**config.mk**
```make
export PLATFORM = sky130hd
export DESIGN_NAME = raster_src_flat
export DESIGN_NICKNAME = d
export VERILOG_FILES = /design/src/rtl/raster_src_if.sv /design/src/rtl/raster_src.sv /design/src/flat_wrapper.sv
export SDC_FILE = /design/constraint.sdc
export NUM_CORES = 1
export LEC_CHECK = 0
export BUFFER_PORTS_ARGS = -buffer_cell sky130_fd_sc_hd__buf_4
export CAP_MARGIN = 20
export CORE_MARGIN = 2
export CORE_UTILIZATION = 35
export CTS_CLUSTER_DIAMETER = 150
export DETAILED_ROUTE_END_ITERATION = 8
export HOLD_SLACK_MARGIN = 0.1
export MAX_ROUTING_LAYER = met4
export PLACE_DENSITY_LB_ADDON = 0.2
export SLEW_MARGIN = 20
export SYNTH_ARGS = -nofsm -noshare
export SYNTH_HDL_FRONTEND = slang
export SYNTH_SLANG_ARGS = --single-unit
```
**constraint.sdc**
```tcl
create_clock -name clk -period 6.4 [get_ports clk]
set_input_delay 0 -clock clk [delete_from_list [all_inputs] [get_ports clk]]
set_output_delay 0 -clock clk [all_outputs]
set_load 0.1 [all_outputs]
```
**src/rtl/raster_src_if.sv**
```systemverilog
// raster_src_if: frame-memory read bus plus video output bus of raster_src
// master drives rd_en/rd_addr/o_hav/o_vav/data_out and samples rd_data; slave is the memory/display side
interface raster_src_if #(
  parameter int DATA_WIDTH = 8,
  parameter int ADDR_PARA  = 18
) ();
  logic                  rd_en;
  logic [ADDR_PARA-1:0]  rd_addr;
  logic [DATA_WIDTH-1:0] rd_data;
  logic                  o_hav;
  logic                  o_vav;
  logic [DATA_WIDTH-1:0] data_out;
  modport master (output rd_en, rd_addr, o_hav, o_vav, data_out, input rd_data);
  modport slave (input rd_en, rd_addr, o_hav, o_vav, data_out, output rd_data);
endinterface

```
**src/rtl/raster_src.sv**
```systemverilog
// raster_src: raster scan source reading a frame memory line by line with H/V blanking
// ports: clk, rstb (async active-high), start/cont frame control, busy/done/frame_cnt status,
// bus = memory read strobe/address/data and video hav/vav/data outputs
module raster_src #(
  parameter int DATA_WIDTH      = 8,
  parameter int ADDR_PARA       = 18,
  parameter int WIDTH_IMG_PARA  = 512,
  parameter int HEIGHT_IMG_PARA = 512,
  parameter int H_BLANK_PARA    = 16,
  parameter int V_BLANK_PARA    = 544
) (
  input  logic       clk,
  input  logic       rstb,
  input  logic       start,
  input  logic       cont,
  output logic       busy,
  output logic       done,
  output logic [7:0] frame_cnt,
  raster_src_if.master bus
);
  localparam int M1   = WIDTH_IMG_PARA > V_BLANK_PARA ? WIDTH_IMG_PARA : V_BLANK_PARA;
  localparam int MAXC = M1 > H_BLANK_PARA ? M1 : H_BLANK_PARA;
  localparam int CW   = $clog2(MAXC);
  localparam int LW   = HEIGHT_IMG_PARA > 1 ? $clog2(HEIGHT_IMG_PARA) : 1;
  typedef enum logic [1:0] {IDLE, HBLK, ACT, VBLK} state_t;
  state_t state, state_n;
  logic [CW-1:0] cnt, lim;
  logic [LW-1:0] line;
  logic last, last_line, vav, vav_d1, en_d1;
  always_comb begin
    lim = state == ACT ? CW'(WIDTH_IMG_PARA - 1) : state == VBLK ? CW'(V_BLANK_PARA - 1) : CW'(H_BLANK_PARA - 1);
    last = cnt == lim;
    last_line = line == LW'(HEIGHT_IMG_PARA - 1);
    vav = state == HBLK || state == ACT;
    busy = state != IDLE;
    done = state == VBLK && last;
    state_n = state == IDLE ? (start ? HBLK : IDLE) :
              !last         ? state :
              state == HBLK ? ACT :
              state == ACT  ? (last_line ? VBLK : HBLK) :
              (cont ? HBLK : IDLE);
  end
  // rd_en is registered from next state so it is high exactly while state==ACT;
  // the address wraps to 0 on the last pixel so nothing past the frame is ever presented
  always_ff @(posedge clk or posedge rstb) begin
    if (rstb) begin
      state        <= IDLE;
      cnt          <= '0;
      line         <= '0;
      frame_cnt    <= '0;
      bus.rd_en    <= 1'b0;
      bus.rd_addr  <= '0;
      en_d1        <= 1'b0;
      vav_d1       <= 1'b0;
      bus.o_hav    <= 1'b0;
      bus.o_vav    <= 1'b0;
      bus.data_out <= '0;
    end else begin
      state        <= state_n;
      cnt          <= (state == IDLE || last) ? '0 : cnt + 1'b1;
      line         <= state == IDLE ? '0 : (state == ACT && last) ? (last_line ? '0 : line + 1'b1) : line;
      frame_cnt    <= frame_cnt + 8'(done);
      bus.rd_en    <= state_n == ACT;
      bus.rd_addr  <= (state == IDLE || done || (state == ACT && last && last_line)) ? '0 :
                      state == ACT ? bus.rd_addr + 1'b1 : bus.rd_addr;
      en_d1        <= bus.rd_en;
      vav_d1       <= vav;
      bus.o_hav    <= en_d1;
      bus.o_vav    <= vav_d1;
      bus.data_out <= en_d1 ? bus.rd_data : '0;
    end
  end
endmodule

```
**src/flat_wrapper.sv**
```systemverilog
// flat-port wrapper written by rule: the top's interface ports become plain ports
module raster_src_flat 
#(
  parameter int DATA_WIDTH      = 8,
  parameter int ADDR_PARA       = 18,
  parameter int WIDTH_IMG_PARA  = 512,
  parameter int HEIGHT_IMG_PARA = 512,
  parameter int H_BLANK_PARA    = 16,
  parameter int V_BLANK_PARA    = 544
)
  (clk, rstb, start, cont, busy, done, frame_cnt, bus_rd_en, bus_rd_addr, bus_o_hav, bus_o_vav, bus_data_out, bus_rd_data);
  raster_src_if #(.DATA_WIDTH(DATA_WIDTH), .ADDR_PARA(ADDR_PARA)) bus_i ();
  input  logic clk;
  input  logic rstb;
  input  logic start;
  input  logic cont;
  output logic busy;
  output logic done;
  output logic [7:0] frame_cnt;
  output wire logic [$bits(bus_i.rd_en)-1:0] bus_rd_en;
  output wire logic [$bits(bus_i.rd_addr)-1:0] bus_rd_addr;
  output wire logic [$bits(bus_i.o_hav)-1:0] bus_o_hav;
  output wire logic [$bits(bus_i.o_vav)-1:0] bus_o_vav;
  output wire logic [$bits(bus_i.data_out)-1:0] bus_data_out;
  input wire logic [$bits(bus_i.rd_data)-1:0] bus_rd_data;
  assign bus_rd_en = bus_i.rd_en;
  assign bus_rd_addr = bus_i.rd_addr;
  assign bus_o_hav = bus_i.o_hav;
  assign bus_o_vav = bus_i.o_vav;
  assign bus_data_out = bus_i.data_out;
  assign bus_i.rd_data = bus_rd_data;
  raster_src #(.DATA_WIDTH(DATA_WIDTH), .ADDR_PARA(ADDR_PARA), .WIDTH_IMG_PARA(WIDTH_IMG_PARA), .HEIGHT_IMG_PARA(HEIGHT_IMG_PARA), .H_BLANK_PARA(H_BLANK_PARA), .V_BLANK_PARA(V_BLANK_PARA)) u_core (.clk(clk), .rstb(rstb), .start(start), .cont(cont), .busy(busy), .done(done), .frame_cnt(frame_cnt), .bus(bus_i));
endmodule
```
-- Yosys cells after proc, flatten, opt, wreduce, memory -nomap -nowiden
Cells that the tools add are included.
- register bits after elaboration: 60
- bits of input ports: 12
- output and inout port bits: 39
- word-level logic and storage cells: 48
- add/sub/neg operators: 4
- eq/ne operators: 6
- muxes and demuxes: 16
- reductions and logical operators: 11
- operators with widths (operator ; count):
    18-bit 2-to-1 mux ; 2
    10-bit 2-to-1 mux ; 3
    9-bit 2-to-1 mux ; 3
    18-bit by 1-bit adder with 18-bit output, second input constant ; 1
    10-bit by 1-bit adder with 10-bit output, second input constant ; 1
    10-bit == test ; 1
    2-bit 2-to-1 mux ; 5
    9-bit by 1-bit adder with 9-bit output, second input constant ; 1
    9-bit == test, second input constant ; 1
    8-bit by 1-bit adder with 8-bit output ; 1
    8-bit 2-to-1 mux ; 1
    2-bit == test, second input constant ; 3
    2-bit nonzero test ; 3
    1-bit logical OR ; 4
    1-bit logical AND ; 3
    2-bit by 1-bit == test with 1-bit output, second input constant ; 1
    2-bit zero test ; 1
    1-bit 2-to-1 mux ; 2

-- Depth between registers and ports, before layout
Gate-level depths: netlist of the first run.
- word-level depth: 8
- depth in mapped cells: 11
- depth with buffers taken out: 10

-- Worst setup path before layout of the first run
No wires, ideal clock.
- path kind: reg-to-reg
- start: register u_core.state[0]
- end: register u_core.frame_cnt[7]
- library setup time: 0.158 ns
- arrival time: 2.847 ns
- required time: 6.242 ns
- slack: 3.395 ns
- stages on the path, launching flop included: 12
- path buffers: 1
- clock period less this slack: 3.005 ns
- cells stage by stage: dfrtp_1 inv_1 ha_1 buf_6 and3_4 and2_4 o211a_1 ha_1 and3_1 nand3_1 or2_2 xnor2_1
- longest elaborated chain between the ends: 6
- elaborated cells on any way between the ends: 7
- those cells by class: add/sub (1); eq/ne (3); mux (2); reduce/logical (1)
- ends and longest elaborated chain (element ; RTL line ; source):
    from (decl) ; raster_src.sv:26 ; state_t state, state_n;
    from (signal assigned) ; raster_src.sv:59 ; state <= state_n;
    2-bit == test ; raster_src.sv:31, raster_src.sv:36 ;
    10-bit 2-to-1 mux (2 in series) ; raster_src.sv:31 ; lim = state == ACT ? CW'(WIDTH_IMG_PARA - 1) : state == VBLK ? CW'(V_BLANK_PARA - 1) : CW'(H_BLANK_PARA - 1);
    10-bit == test ; raster_src.sv:32 ; last = cnt == lim;
    1-bit logical AND (*) ; raster_src.sv:36 ; done = state == VBLK && last;
    via done ; flat_wrapper.sv:18 ; output logic done;
    8-bit by 1-bit adder with 8-bit output (*) ; raster_src.sv:62 ; frame_cnt <= frame_cnt + 8'(done);
    to (signal assigned) ; raster_src.sv:62 ;
    to (decl) ; raster_src.sv:18 ; output logic [7:0] frame_cnt,
The timed path passes the listed nets; every way through them passes the cells marked *.
A chain may end at the register's enable or synchronous reset.

-- Final worst setup path of the first run
- start: register u_core.line[0]
- end: register u_core.bus.rd_en
- longest elaborated chain between the ends: 7
- ends and longest elaborated chain (element ; RTL line ; source):
    from (decl) ; raster_src.sv:28 ; logic [LW-1:0] line;
    from (signal assigned) ; raster_src.sv:61 ; line <= state == IDLE ? '0 : (state == ACT && last) ? (last_line ? '0 : line + 1'b1) : line;
    9-bit == test ; raster_src.sv:33 ; last_line = line == LW'(HEIGHT_IMG_PARA - 1);
    2-bit 2-to-1 mux (2 in series) ; raster_src.sv:40 ; state == ACT ? (last_line ? VBLK : HBLK) :
    2-bit 2-to-1 mux ; raster_src.sv:39 ; state == HBLK ? ACT :
    2-bit 2-to-1 mux ; raster_src.sv:38 ; !last ? state :
    2-bit 2-to-1 mux ; raster_src.sv:37 ; state_n = state == IDLE ? (start ? HBLK : IDLE) :
    2-bit == test ; raster_src.sv:63 ; bus.rd_en <= state_n == ACT;
    to (signal assigned) ; raster_src.sv:51 ; bus.rd_en <= 1'b0;
    to (signal assigned) ; raster_src.sv:63 ;
    to (decl) ; raster_src_if.sv:13 ; modport master (output rd_en, rd_addr, o_hav, o_vav, data_out, input rd_data);
No other way between the ends.

==> impl_metrics.prom, run 1 <==
# TYPE chip_impl_metric gauge
chip_impl_metric{name="clock_insertion_delay_worst_skew",unit="ps"} 330
chip_impl_metric{name="routed_wire_length_per_instance",unit="um"} 12.6
chip_impl_metric{name="total_leakage_power",unit="nW"} 1.75
chip_impl_metric{name="synth_nets",unit=""} 289
chip_impl_metric{name="vdd.ir_drop.worst",unit="mV"} 0.0952
chip_impl_info{name="timing.hold.worst.class",value="reg -> reg"} 1
chip_impl_metric{name="finalSetupTns",unit="ps"} 0
chip_impl_metric{name="syn-cell-area",unit="um^2"} 2810
chip_impl_metric{name="postSynthRegisterBits",unit=""} 60
chip_impl_metric{name="critPathRequiredTime",unit="ps"} 6670
chip_impl_info{name="cell_by_cell_trace_of_the_critical_path",value="ha_1 > and3_1 > and3_1 > and3_1 > ha_1 > a31o_2 > o2111a_1 > nand2_1 > a2bb2oi_1 > dlygate4sd3_1"} 1
chip_impl_metric{name="fp-row-count",unit=""} 32
chip_impl_metric{name="num_vias",unit=""} 2084
chip_impl_metric{name="power.density",unit="nW/um^2"} 264
chip_impl_metric{name="synthesis.instances",unit=""} 267
chip_impl_metric{name="max_stage_delay",unit="ps"} 550
chip_impl_metric{name="maxCapViolations",unit=""} 0
chip_impl_metric{name="cts.path.max_buffers",unit=""} 2
chip_impl_metric{name="clock_power_share",unit="%"} 39.2
chip_impl_metric{name="initial_core_util",unit="%"} 36.1
chip_impl_metric{name="yosysWarningCount",unit=""} 0
chip_impl_metric{name="finalWeightedCongestion",unit=""} 0.865
chip_impl_info{name="critical_path_class",value="reg -> reg"} 1
chip_impl_info{name="outcome",value="finished, final reports clean"} 1
chip_impl_metric{name="rrSetupSlack",unit="ps"} 3600
chip_impl_info{name="clk_root_buffer_cell",value="clkbuf_8"} 1
chip_impl_metric{name="dr.first_iter.drc_count",unit=""} 62
chip_impl_metric{name="p_comb_share",unit="%"} 17.5
chip_impl_metric{name="switching_power",unit="mW"} 0.275
chip_impl_metric{name="cellInternalPower",unit="mW"} 0.673
chip_impl_metric{name="critical_path.n_buffers_inverters",unit=""} 1
chip_impl_metric{name="yosysTopAreaCellShare",unit="%"} 53.5
chip_impl_metric{name="cts.repair_timing.setup_buffer_count",unit=""} 0
chip_impl_metric{name="layout.nets",unit=""} 355
chip_impl_metric{name="cts.sink_count",unit=""} 60
chip_impl_metric{name="antenna_cells_inserted",unit=""} 0
chip_impl_metric{name="cp.arrival",unit="ps"} 3070
chip_impl_metric{name="share_of_final_layout_standard_cells_stronger_than_drive_strength_1",unit="%"} 22.2
chip_impl_info{name="timing.critical_path.max_delay_family",value="adder cells"} 1
chip_impl_metric{name="max_slew_margin",unit="%"} 45.9
chip_impl_metric{name="gr-total-overflow",unit=""} 0
chip_impl_metric{name="drc",unit=""} 0
chip_impl_metric{name="die_height",unit="um"} 93.5
chip_impl_metric{name="yosysUniqueCellTypes",unit=""} 43
chip_impl_metric{name="grt_max_degree",unit=""} 61
chip_impl_metric{name="seq_power_share",unit="%"} 43.3
chip_impl_info{name="crit_path_frequent_cell",value="and3_1"} 1
chip_impl_metric{name="dr.pass1.iters",unit=""} 4
chip_impl_metric{name="critPathMaxFanout",unit=""} 15
chip_impl_metric{name="cts_inserted_buffers",unit=""} 9
chip_impl_info{name="unrepaired_setup_endpoints_after_global_routing",value="no"} 1
chip_impl_metric{name="antenna_found_initial",unit=""} 0
chip_impl_metric{name="gr-usage-all-layers",unit="%"} 14.2
chip_impl_metric{name="totalWireLength",unit="um"} 5540
chip_impl_metric{name="worst_pin_slew",unit="ps"} 806
chip_impl_info{name="startpoint_type",value="flop"} 1
chip_impl_metric{name="postLayoutCoreUtil",unit="%"} 46.2
chip_impl_metric{name="io-pin-count",unit=""} 51
chip_impl_metric{name="finalHoldViolCount",unit=""} 0
chip_impl_metric{name="skew",unit="ps"} 9.60
chip_impl_metric{name="post_drt_via_cell_ratio",unit=""} 4.74
chip_impl_info{name="main_synth_ff_type",value="dfrtp_1"} 1
chip_impl_metric{name="die-area",unit="um^2"} 8750
chip_impl_info{name="cp-end-kind",value="flop"} 1
chip_impl_metric{name="core_area",unit="um^2"} 7770
chip_impl_metric{name="clock_tree.htree_level_count",unit=""} 3
chip_impl_info{name="netlist.top_cell.by_area",value="dfrtp_1"} 1
chip_impl_metric{name="floorplan.die.width",unit="um"} 93.5
chip_impl_metric{name="synth_edf_count",unit=""} 0
chip_impl_info{name="critPathSlowestCell",value="dlygate4sd3_1"} 1
chip_impl_metric{name="report.final.setup_viol",unit=""} 0
chip_impl_metric{name="buffer_ports.inserted",unit=""} 50
chip_impl_metric{name="post-route-period-util",unit="%"} 43.7
chip_impl_metric{name="number_of_global_route_vias_before_repair",unit=""} 2021
chip_impl_metric{name="achievable_frequency",unit="MHz"} 357
chip_impl_metric{name="postSynth.asyncResetShare",unit="%"} 100
chip_impl_metric{name="power.switching_fraction",unit="%"} 29.1
chip_impl_metric{name="fin_crit",unit="ps"} 2800
chip_impl_metric{name="hpwl",unit="um"} 3720
chip_impl_metric{name="route.antenna.remaining_nets",unit=""} 0
chip_impl_metric{name="syn_avg_cell_area",unit="um^2"} 10.5
chip_impl_metric{name="synth_seq_area_share",unit="%"} 53.5
chip_impl_metric{name="final_max_slew_viol_count",unit=""} 0
chip_impl_info{name="cts_tree",value="built"} 1
chip_impl_info{name="area_contributors_post_synth",value="dfrtp_1 53%, nor2_1 5.5%, xor2_1 5.0%"} 1
chip_impl_metric{name="fillCellCount",unit=""} 773
chip_impl_info{name="yosysMostFrequentCell",value="dfrtp_1"} 1
chip_impl_metric{name="first_pass_grt_wire_length",unit="um"} 9340
chip_impl_metric{name="clk_pin_slew",unit="ps"} 70
chip_impl_info{name="synth_common_cells",value="60 x dfrtp_1, 41 x nor2_1, 18 x nand2_1"} 1
chip_impl_metric{name="flow.area_growth_from_synthesis",unit="%"} 27.9
==> worst reg2reg max path: stages, from the launching register on <==
cell	delay (ps)
dfrtp_1	380
ha_1	190
and3_1	190
and3_1	190
and3_1	170
ha_1	450
a31o_2	230
o2111a_1	180
nand2_1	70
a2bb2oi_1	130
dlygate4sd3_1	550
==> logic make-up after synthesis <==
family	share of synthesized area [%]
muxes	0.357
DFF	53.5
buffers and inverters	3.25
adders and majority gates	4.46
and+or+nand+nor	21.8
xor gates and xnor gates	9.67
AOI/OAI and AO/OA	6.91
==> per-layer routing <==
| metal | wire, um | global-route usage, % | up-vias |
|---|---|---|---|
| met5 | 0 | - | - |
| met1 | 2620 | 17.3 | 1003 |
| met3 | 306 | 5.08 | 7 |
| li1 | - | - | 1034 |
| met4 | 48 | 4.35 | 0 |
| met2 | 2570 | 22.2 | 40 |
==> through the flow <==
stage	hold slack (ps)	instance area, um^2	setup WS (ps)	total power [mW]	std cells
2_1_floorplan	134	2810	3400	0.557	267
3_3_place_gp	217	3250	3940	0.581	412
5_1_grt	360	3590	3350	1.00	440
6_report	355	3590	3600	0.948	440
4_1_cts	361	3590	3590	0.963	440
3_5_place_dp	220	3250	3850	0.580	412
==> power by group through the flow <==
stage	combinational, mW	sequential (mW)	clock, mW
after floorplan	0.118	0.438	0
after global placement	0.163	0.417	0
after detailed placement	0.163	0.417	0
after CTS	0.169	0.410	0.384
after global routing	0.183	0.412	0.409
final	0.166	0.410	0.372
==> worst paths after layout <==
path                                 from                endpoint  cells after the start
max                        u_core.line[0]        u_core.bus.rd_en                     10
min                         u_core.vav_d1        u_core.bus.o_vav                      0
max reg2reg                u_core.line[0]        u_core.bus.rd_en                     10
min reg2reg                 u_core.vav_d1        u_core.bus.o_vav                      0
max in group asynchronous            rstb  u_core.bus.data_out[5]                      4
min in group asynchronous            rstb  u_core.bus.rd_addr[11]                      4
==> sequential cells by signal, summed over array words and instances, names as in the netlist <==
signal,cells
u_core.bus.rd_addr,18
u_core.bus.o_vav,1
u_core.en_d1,1
u_core.cnt,10
u_core.frame_cnt,8
u_core.bus.o_hav,1
u_core.vav_d1,1
u_core.line,9
u_core.state,2
u_core.bus.rd_en,1
u_core.bus.data_out,8
==> cells in the final DEF, fill, tap and decap left out, drive strengths merged, types with 10 or more instances in the layout <==
cell type,count
buf,51
xnor2,15
ha,10
xor2,16
dfrtp,60
nand3,15
and3,13
and2,10
nor2,42
nand2,18
dlygate4sd3,12
clkbuf,11
==> cell type report <==
| class | instances | area [um^2] | share of cell area [%] |
|---|---|---|---|
| clock buffers | 11 | 141 | 3.94 |
| clock inverters | 5 | 75.1 | 2.09 |
| inverters | 7 | 26.3 | 0.732 |
| multi-input cells | 192 | 1210 | 33.8 |
| flip-flops and latches | 60 | 1500 | 41.8 |
| well taps | 102 | 128 | 3.56 |
| repair buffers | 63 | 503 | 14.0 |
==> timing repair <==
item	4_1_cts	5_1_grt
hold endpoints to repair	70	0
resized for setup	0	0
hold buffers	12	0
Power figures use the tool's default switching activity.
==> inputs of run 2 (changes only) <==
--- a/config.mk
+++ b/config.mk
@@ -5,6 +5,7 @@
 export SDC_FILE = /design/constraint.sdc
 export NUM_CORES = 1
 export LEC_CHECK = 0
+export ABC_AREA = 1
 export BUFFER_PORTS_ARGS = -buffer_cell sky130_fd_sc_hd__buf_4
 export CAP_MARGIN = 20
 export CORE_MARGIN = 2
==> constraint.sdc (replaced) <==
create_clock -name clk -period 2.34 [get_ports clk]
set_input_delay 0 -clock clk [delete_from_list [all_inputs] [get_ports clk]]
set_output_delay 0 -clock clk [all_outputs]
set_load 0.1 [all_outputs]
==> impl_metrics.prom, run 2 <==
# TYPE chip_impl_metric gauge
chip_impl_info{name="outcome",value="finished, final reports clean"} 1
chip_impl_metric{name="share_of_final_layout_standard_cells_stronger_than_drive_strength_1",unit="%"} 23.8
chip_impl_metric{name="antenna_found_initial",unit=""} 0
chip_impl_metric{name="route.antenna.remaining_nets",unit=""} 0
chip_impl_metric{name="postLayoutCoreUtil",unit="%"} 48.0
chip_impl_metric{name="synth_nets",unit=""} 383
chip_impl_info{name="synth_common_cells",value="69 x nand2_1, 60 x dfrtp_1, 60 x nor2_1"} 1
chip_impl_info{name="yosysMostFrequentCell",value="nand2_1"} 1
chip_impl_metric{name="skew",unit="ps"} 7.19
chip_impl_metric{name="fin_worst_hold_slack",unit="ps"} 140
chip_impl_metric{name="finalHoldViolCount",unit=""} 0
chip_impl_metric{name="switching_power",unit="mW"} 0.492
chip_impl_metric{name="total_leakage_power",unit="nW"} 1.98
chip_impl_metric{name="post_drt_via_cell_ratio",unit=""} 4.61
chip_impl_metric{name="drc",unit=""} 0
chip_impl_info{name="cts_tree",value="built"} 1
chip_impl_metric{name="cts.path.max_buffers",unit=""} 2
chip_impl_metric{name="flow.area_growth_from_synthesis",unit="%"} 32.6
chip_impl_metric{name="post-place-cells",unit=""} 517
chip_impl_info{name="layout.cells.most_common",value="nand2_1"} 1
chip_impl_info{name="timing.critical_path.max_delay_family",value="simple AND/OR/NAND/NOR gates"} 1
chip_impl_info{name="cell_by_cell_trace_of_the_critical_path",value="inv_2 > ha_4 > inv_2 > nand2_2 > nand2_1 > nand2_1 > nand2_1 > nor2_2 > o21ai_2 > nor2_4 > ha_4 > ha_4 > nand3_2 > nor2_1 > nand2_1 > xnor2_1"} 1
chip_impl_metric{name="die-area",unit="um^2"} 9290
chip_impl_metric{name="initial_core_util",unit="%"} 36.2
chip_impl_metric{name="clock_insertion_delay_worst_skew",unit="ps"} 340
chip_impl_metric{name="max_stage_delay",unit="ps"} 440
chip_impl_metric{name="power.density",unit="nW/um^2"} 555
chip_impl_metric{name="syn-cell-area",unit="um^2"} 2990
chip_impl_metric{name="fp-row-count",unit=""} 33
chip_impl_metric{name="power.switching_fraction",unit="%"} 22.4
chip_impl_metric{name="floorplan.die.width",unit="um"} 96.4
chip_impl_info{name="clk_root_buffer_cell",value="clkbuf_8"} 1
chip_impl_metric{name="yosysTopAreaCellShare",unit="%"} 50.3
chip_impl_metric{name="fin_crit",unit="ps"} 2160
chip_impl_info{name="cp-end-kind",value="flop"} 1
chip_impl_info{name="layout_top_registers",value="u_core.bus.rd_addr (18), u_core.cnt (10), u_core.line (9)"} 1
chip_impl_metric{name="report.final.setup_viol",unit=""} 0
chip_impl_metric{name="max_slew_margin",unit="%"} 71.3
chip_impl_metric{name="final_max_slew_viol_count",unit=""} 0
chip_impl_metric{name="synth_edf_count",unit=""} 0
chip_impl_metric{name="seq_power_share",unit="%"} 47.6
chip_impl_info{name="critPathSlowestCell",value="dfrtp_2"} 1
chip_impl_info{name="netlist.top_cell.by_area",value="dfrtp_1"} 1
chip_impl_metric{name="critPathMaxFanout",unit=""} 5
chip_impl_info{name="area_contributors_post_synth",value="dfrtp_1 50%, nand2_1 8.7%, nor2_1 7.5%"} 1
chip_impl_metric{name="postSynth.asyncResetShare",unit="%"} 100
chip_impl_metric{name="final-instance-count-excl-fill",unit=""} 546
chip_impl_metric{name="achievable_frequency",unit="MHz"} 464
chip_impl_info{name="layout.cells.most_common_list",value="68 x nand2_1, 59 x buf_4, 58 x dfrtp_1, 56 x nor2_1, 50 x inv_1"} 1
chip_impl_metric{name="grt_max_degree",unit=""} 46
chip_impl_metric{name="maxCapViolations",unit=""} 0
chip_impl_metric{name="num_vias",unit=""} 2516
chip_impl_metric{name="layout.nets",unit=""} 458
chip_impl_metric{name="synth_seq_area_share",unit="%"} 50.3
chip_impl_metric{name="cts.sink_count",unit=""} 60
chip_impl_metric{name="hpwl",unit="um"} 4570
chip_impl_metric{name="yosysUniqueCellTypes",unit=""} 30
chip_impl_metric{name="die_height",unit="um"} 96.4
chip_impl_info{name="unrepaired_setup_endpoints_after_global_routing",value="no"} 1
chip_impl_metric{name="fillCellCount",unit=""} 817
chip_impl_metric{name="gr-usage-all-layers",unit="%"} 16.0
chip_impl_metric{name="clk_pin_slew",unit="ps"} 70
chip_impl_metric{name="dr.pass1.iters",unit=""} 4
chip_impl_info{name="timing.hold.worst.class",value="in -> reg"} 1
chip_impl_metric{name="number_of_global_route_vias_before_repair",unit=""} 2489
chip_impl_metric{name="finalWeightedCongestion",unit=""} 0.907
chip_impl_metric{name="buffer_ports.inserted",unit=""} 50
chip_impl_info{name="critical_path_class",value="reg -> reg"} 1
chip_impl_metric{name="routed_wire_length_per_instance",unit="um"} 11.8
chip_impl_metric{name="core_area",unit="um^2"} 8260
chip_impl_metric{name="p_comb_share",unit="%"} 5.6
chip_impl_metric{name="gr-total-overflow",unit=""} 0
chip_impl_metric{name="critPathRequiredTime",unit="ps"} 2560
chip_impl_metric{name="syn_avg_cell_area",unit="um^2"} 8.27
chip_impl_info{name="main_synth_ff_type",value="dfrtp_1"} 1
chip_impl_metric{name="clock_power_share",unit="%"} 46.8
chip_impl_metric{name="yosysWarningCount",unit=""} 0
chip_impl_metric{name="synthesis.instances",unit=""} 361
chip_impl_info{name="crit_path_frequent_cell",value="nand2_1"} 1
chip_impl_metric{name="io-pin-count",unit=""} 51
chip_impl_metric{name="vdd.ir_drop.worst",unit="mV"} 0.318
chip_impl_metric{name="postSynthRegisterBits",unit=""} 60
chip_impl_metric{name="first_pass_grt_wire_length",unit="um"} 11100
chip_impl_metric{name="totalWireLength",unit="um"} 6430
chip_impl_info{name="startpoint_type",value="flop"} 1
chip_impl_metric{name="cts_inserted_buffers",unit=""} 9
chip_impl_metric{name="worst_pin_slew",unit="ps"} 428
chip_impl_metric{name="max_reg_flops",unit=""} 18
chip_impl_metric{name="cellInternalPower",unit="mW"} 1.70
chip_impl_metric{name="cp.arrival",unit="ps"} 2380
chip_impl_metric{name="clock_tree.htree_level_count",unit=""} 3
chip_impl_metric{name="critical_path.n_buffers_inverters",unit=""} 2
chip_impl_metric{name="dr.first_iter.drc_count",unit=""} 78
chip_impl_metric{name="post-route-period-util",unit="%"} 92.2
chip_impl_info{name="top_register",value="u_core.bus.rd_addr"} 1
chip_impl_metric{name="antenna_cells_inserted",unit=""} 0
run 2: cell types whose count changed in the layout (fill, tap and decap cells not counted), moves of 9 or more:
| cell | delta |
|---|---|
| nand2_1 | +50 |
| and2_1 | -9 |
| inv_1 | +44 |
| nor2_1 | +15 |
| and3_1 | -12 |
| xnor2_1 | -9 |
run 2: logic make-up after synthesis:
group / Yosys count / share of synthesized area, %
flops: 60 / 50.3
simple gates: 191 / 28.4
xor+xnor: 15 / 4.40
buf+inv: 61 / 8.46
fa+ha+maj: 10 / 4.19
compound gates: 24 / 4.32
run 2: tightest hold or removal path, stage by stage:
cell and delay [ps]:
buf_4 80, nor2_1 30, nor2_1 80, nand4_1 130, nand3_1 110
run 2: routing by layer:
layer / part of all wire, % / wire length (um) / GRT usage (%)
met5: 0 / 0 / -
met4: 1.6 / 106 / 6.69
met3: 4.0 / 258 / 3.80
met2: 46 / 2980 / 25.7
met1: 48 / 3080 / 19.3
run 2: timing repair:
action                     in CTS  in global routing
gates resized for setup         1                 11
pin swaps                       0                  4
hold buffers                   10                  0
buffers inserted                1                  2
hold endpoints to repair       70                  0
setup endpoints to repair       2                  6
run 2: final timing paths:
path	start	end	slack, ps	cells after the start
setup / recovery	u_core.state[0]	u_core.frame_cnt[6]	180	16
hold / removal	cont	u_core.state[0]	140	5
setup reg to reg	u_core.state[0]	u_core.frame_cnt[6]	180	16
hold reg to reg	u_core.vav_d1	u_core.bus.o_vav	370	0
max in group asynchronous	rstb	u_core.line[2]	1580	4
min in group asynchronous	rstb	u_core.bus.rd_en	190	3
run 2: cell type report:
type	instances	area, um^2	share of cell area (%)
Tap cell	105	131	3.32
Inverter	55	209	5.27
Timing Repair Buffer	70	563	14.2
Clock inverter	5	75.1	1.90
Clock buffer	11	141	3.57
Sequential cell	60	1500	38.0
Multi-Input combinational cell	240	1340	33.8
run 2: power groups by stage:
| stage | clock, mW | sequential, mW | combinational [mW] |
|---|---|---|---|
| floorplan | 0 | 1.12 | 0.0202 |
| global placement | 0 | 1.07 | 0.111 |
| detailed placement | 0 | 1.07 | 0.111 |
| CTS | 1.07 | 1.05 | 0.125 |
| global route | 1.10 | 1.05 | 0.132 |
| finish | 1.03 | 1.05 | 0.122 |
run 2: per-stage QoR:
step	worst slack, ps	TNS [ps]	power, mW	area [um^2]
after CTS	27.8	0	2.24	3910
after global routing	11.1	0	2.28	3960
after floorplan	-347	-1040	1.14	3050
final	183	0	2.20	3960
after detailed placement	1.68	0	1.18	3580
after global placement	125	0	1.18	3580
==> inputs of run 3 (changes only) <==
--- a/config.mk
+++ b/config.mk
@@ -15,6 +15,7 @@
 export HOLD_SLACK_MARGIN = 0.1
 export MAX_ROUTING_LAYER = met4
 export PLACE_DENSITY_LB_ADDON = 0.2
+export REMOVE_ABC_BUFFERS = 1
 export SLEW_MARGIN = 20
 export SYNTH_ARGS = -nofsm -noshare
 export SYNTH_HDL_FRONTEND = slang
==> constraint.sdc (replaced) <==
create_clock -name clk -period 2.7 [get_ports clk]
set_input_delay 0 -clock clk [delete_from_list [all_inputs] [get_ports clk]]
set_output_delay 0 -clock clk [all_outputs]
set_load 0.1 [all_outputs]
==> impl_metrics.prom, run 3 (synthesized netlist as in run 2, its figures left out) <==
# TYPE chip_impl_metric gauge
chip_impl_metric{name="skew",unit="ps"} 12.5
chip_impl_metric{name="clock_tree.htree_level_count",unit=""} 3
chip_impl_metric{name="r2r.worst_path.cells",unit=""} 16
chip_impl_metric{name="max_slew_margin",unit="%"} 49.4
chip_impl_metric{name="final_max_slew_viol_count",unit=""} 0
chip_impl_metric{name="finalWeightedCongestion",unit=""} 0.914
chip_impl_metric{name="worst_hold_path.num_cells",unit=""} 5
chip_impl_metric{name="cts.repair_timing.setup_buffer_count",unit=""} 0
chip_impl_metric{name="fp-row-count",unit=""} 33
chip_impl_metric{name="total_leakage_power",unit="nW"} 1.93
chip_impl_metric{name="cp.arrival",unit="ps"} 2590
chip_impl_info{name="outcome",value="finished, final reports clean"} 1
chip_impl_info{name="cts_tree",value="built"} 1
chip_impl_metric{name="antenna_cells_inserted",unit=""} 0
chip_impl_info{name="critical_path_class",value="reg -> reg"} 1
chip_impl_metric{name="totalWireLength",unit="um"} 6320
chip_impl_metric{name="die-area",unit="um^2"} 9290
chip_impl_metric{name="io-pin-count",unit=""} 51
chip_impl_info{name="timing.hold.worst.start",value="cont"} 1
chip_impl_metric{name="dr.pass1.iters",unit=""} 4
chip_impl_metric{name="fin_worst_hold_slack",unit="ps"} 150
chip_impl_metric{name="post-route-period-util",unit="%"} 87.8
chip_impl_metric{name="cts.sink_count",unit=""} 60
chip_impl_metric{name="critPathMaxFanout",unit=""} 8
chip_impl_metric{name="floorplan.die.width",unit="um"} 96.4
chip_impl_metric{name="achievable_frequency",unit="MHz"} 422
chip_impl_metric{name="drc",unit=""} 0
chip_impl_metric{name="core_area",unit="um^2"} 8260
chip_impl_metric{name="multi_input_gate_area",unit="um^2"} 1240
chip_impl_info{name="startpoint_type",value="flop"} 1
chip_impl_metric{name="seq_power_share",unit="%"} 45.0
chip_impl_metric{name="cellInternalPower",unit="mW"} 1.55
chip_impl_metric{name="number_of_global_route_vias_before_repair",unit=""} 2365
chip_impl_metric{name="vdd.ir_drop.worst",unit="mV"} 0.225
chip_impl_metric{name="fin_crit",unit="ps"} 2370
chip_impl_info{name="regToRegStartpoint",value="u_core.state[0]"} 1
chip_impl_metric{name="finalHoldViolCount",unit=""} 0
chip_impl_metric{name="antenna_found_initial",unit=""} 0
chip_impl_metric{name="grt_max_degree",unit=""} 61
chip_impl_metric{name="cts.path.max_buffers",unit=""} 2
chip_impl_info{name="layout_top_registers",value="u_core.bus.rd_addr (18), u_core.cnt (10), u_core.line (9)"} 1
chip_impl_metric{name="critPathRequiredTime",unit="ps"} 2920
chip_impl_metric{name="routed_wire_length_per_instance",unit="um"} 11.7
chip_impl_metric{name="post_drt_via_cell_ratio",unit=""} 4.61
chip_impl_metric{name="clk_pin_slew",unit="ps"} 70
chip_impl_metric{name="share_of_final_layout_standard_cells_stronger_than_drive_strength_1",unit="%"} 19.1
chip_impl_info{name="top_register",value="u_core.bus.rd_addr"} 1
chip_impl_metric{name="power.density",unit="nW/um^2"} 527
chip_impl_info{name="layout.cells.most_common",value="nand2_1"} 1
chip_impl_metric{name="ff_latch_area",unit="um^2"} 1500
chip_impl_metric{name="dr.first_iter.drc_count",unit=""} 102
chip_impl_info{name="unrepaired_setup_endpoints_after_global_routing",value="no"} 1
chip_impl_metric{name="p_comb_share",unit="%"} 5.1
chip_impl_metric{name="maxCapViolations",unit=""} 0
chip_impl_metric{name="worst_pin_slew",unit="ps"} 760
chip_impl_metric{name="power.switching_fraction",unit="%"} 22.9
chip_impl_metric{name="report.final.setup_viol",unit=""} 0
chip_impl_metric{name="clock_power_share",unit="%"} 49.9
chip_impl_metric{name="route.antenna.remaining_nets",unit=""} 0
chip_impl_metric{name="max_reg_flops",unit=""} 18
chip_impl_metric{name="postLayoutCoreUtil",unit="%"} 46.3
chip_impl_metric{name="first_pass_grt_wire_length",unit="um"} 10700
chip_impl_metric{name="die_height",unit="um"} 96.4
chip_impl_metric{name="fillCellCount",unit=""} 824
chip_impl_info{name="cp-end-kind",value="flop"} 1
chip_impl_metric{name="gr-total-overflow",unit=""} 0
chip_impl_metric{name="cts_inserted_buffers",unit=""} 9
chip_impl_metric{name="num_vias",unit=""} 2483
chip_impl_info{name="timing.hold.worst.class",value="in -> reg"} 1
chip_impl_info{name="layout.cells.most_common_list",value="69 x nand2_1, 60 x nor2_1, 60 x dfrtp_1, 53 x buf_4, 51 x inv_1"} 1
chip_impl_metric{name="initial_core_util",unit="%"} 36.2
chip_impl_info{name="clk_root_buffer_cell",value="clkbuf_8"} 1
chip_impl_metric{name="hpwl",unit="um"} 4450
chip_impl_metric{name="flow.area_growth_from_synthesis",unit="%"} 28.0
chip_impl_metric{name="clock_insertion_delay_worst_skew",unit="ps"} 340
chip_impl_metric{name="switching_power",unit="mW"} 0.461
chip_impl_metric{name="layout.nets",unit=""} 451
chip_impl_metric{name="gr-usage-all-layers",unit="%"} 15.5
chip_impl_info{name="startpoint",value="u_core.state[0]"} 1
chip_impl_metric{name="buffer_ports.inserted",unit=""} 50
==> run 3: metrics by stage <==
step           worst slack (ps)  power (mW)  std cells  setup TNS, ps  cell area, um^2
3_5_place_dp                234        1.02        513              0             3470
5_1_grt                    13.2        2.08        539              0             3820
3_3_place_gp                290        1.02        513              0             3470
6_report                    330        2.01        539              0             3820
4_1_cts                     235        2.05        539              0             3820
2_1_floorplan             -1350       0.986        355          -8620             2940
==> run 3: final timing paths <==
kind                                        to  slack (ps)
min reg2reg                   u_core.bus.o_vav         360
max reg2reg                u_core.frame_cnt[6]         330
min                            u_core.state[0]         150
max in group asynchronous        u_core.cnt[9]        1730
max                        u_core.frame_cnt[6]         330
min in group asynchronous  u_core.frame_cnt[4]         460
==> run 3: layout make-up <==
class                   instances  area share (%)
well taps                     105            3.44
repair buffers                 63            13.0
inverters                      55            5.40
clock inverters                 7            3.24
clock buffers                   9            3.24
multi-input cells             240            32.4
flip-flops and latches         60            39.3
==> run 3: power groups by stage <==
stage / Combinational (mW) / Sequential [mW] / Clock, mW
2_1_floorplan: 0.0175 / 0.969 / 0
3_3_place_gp: 0.0939 / 0.923 / 0
3_5_place_dp: 0.0943 / 0.924 / 0
4_1_cts: 0.106 / 0.906 / 1.03
5_1_grt: 0.112 / 0.906 / 1.07
6_report: 0.104 / 0.906 / 1.00
==> run 3: timing repair <==
item	4_1_cts	5_1_grt
hold buffers	10	0
resized for setup	0	1
endpoints found under the setup margin	0	1
endpoints found under the hold margin	70	0
==> run 3: critical path: stages, from the launching register on <==
cell and delay, ps:
dfrtp_1 410, inv_1 100, ha_1 240, inv_2 110
nand2_1 90, nand2_1 50, nand2_1 70, nand2_1 50
nor2_1 130, o21ai_0 100, nor2_1 150, ha_1 190
ha_1 170, nand3_1 100, nor2_1 100, nand2_1 70
xnor2_1 120
==> run 3: metal layers <==
layer	vias to the layer above	part of all wire [%]	wire, um	global-route usage [%]
li1	1275	-	-	-
met1	1150	46	2930	18.3
met2	47	48	3020	25.5
met3	11	3.7	236	3.72
met4	0	2.1	132	6.10
met5	-	0	0	-
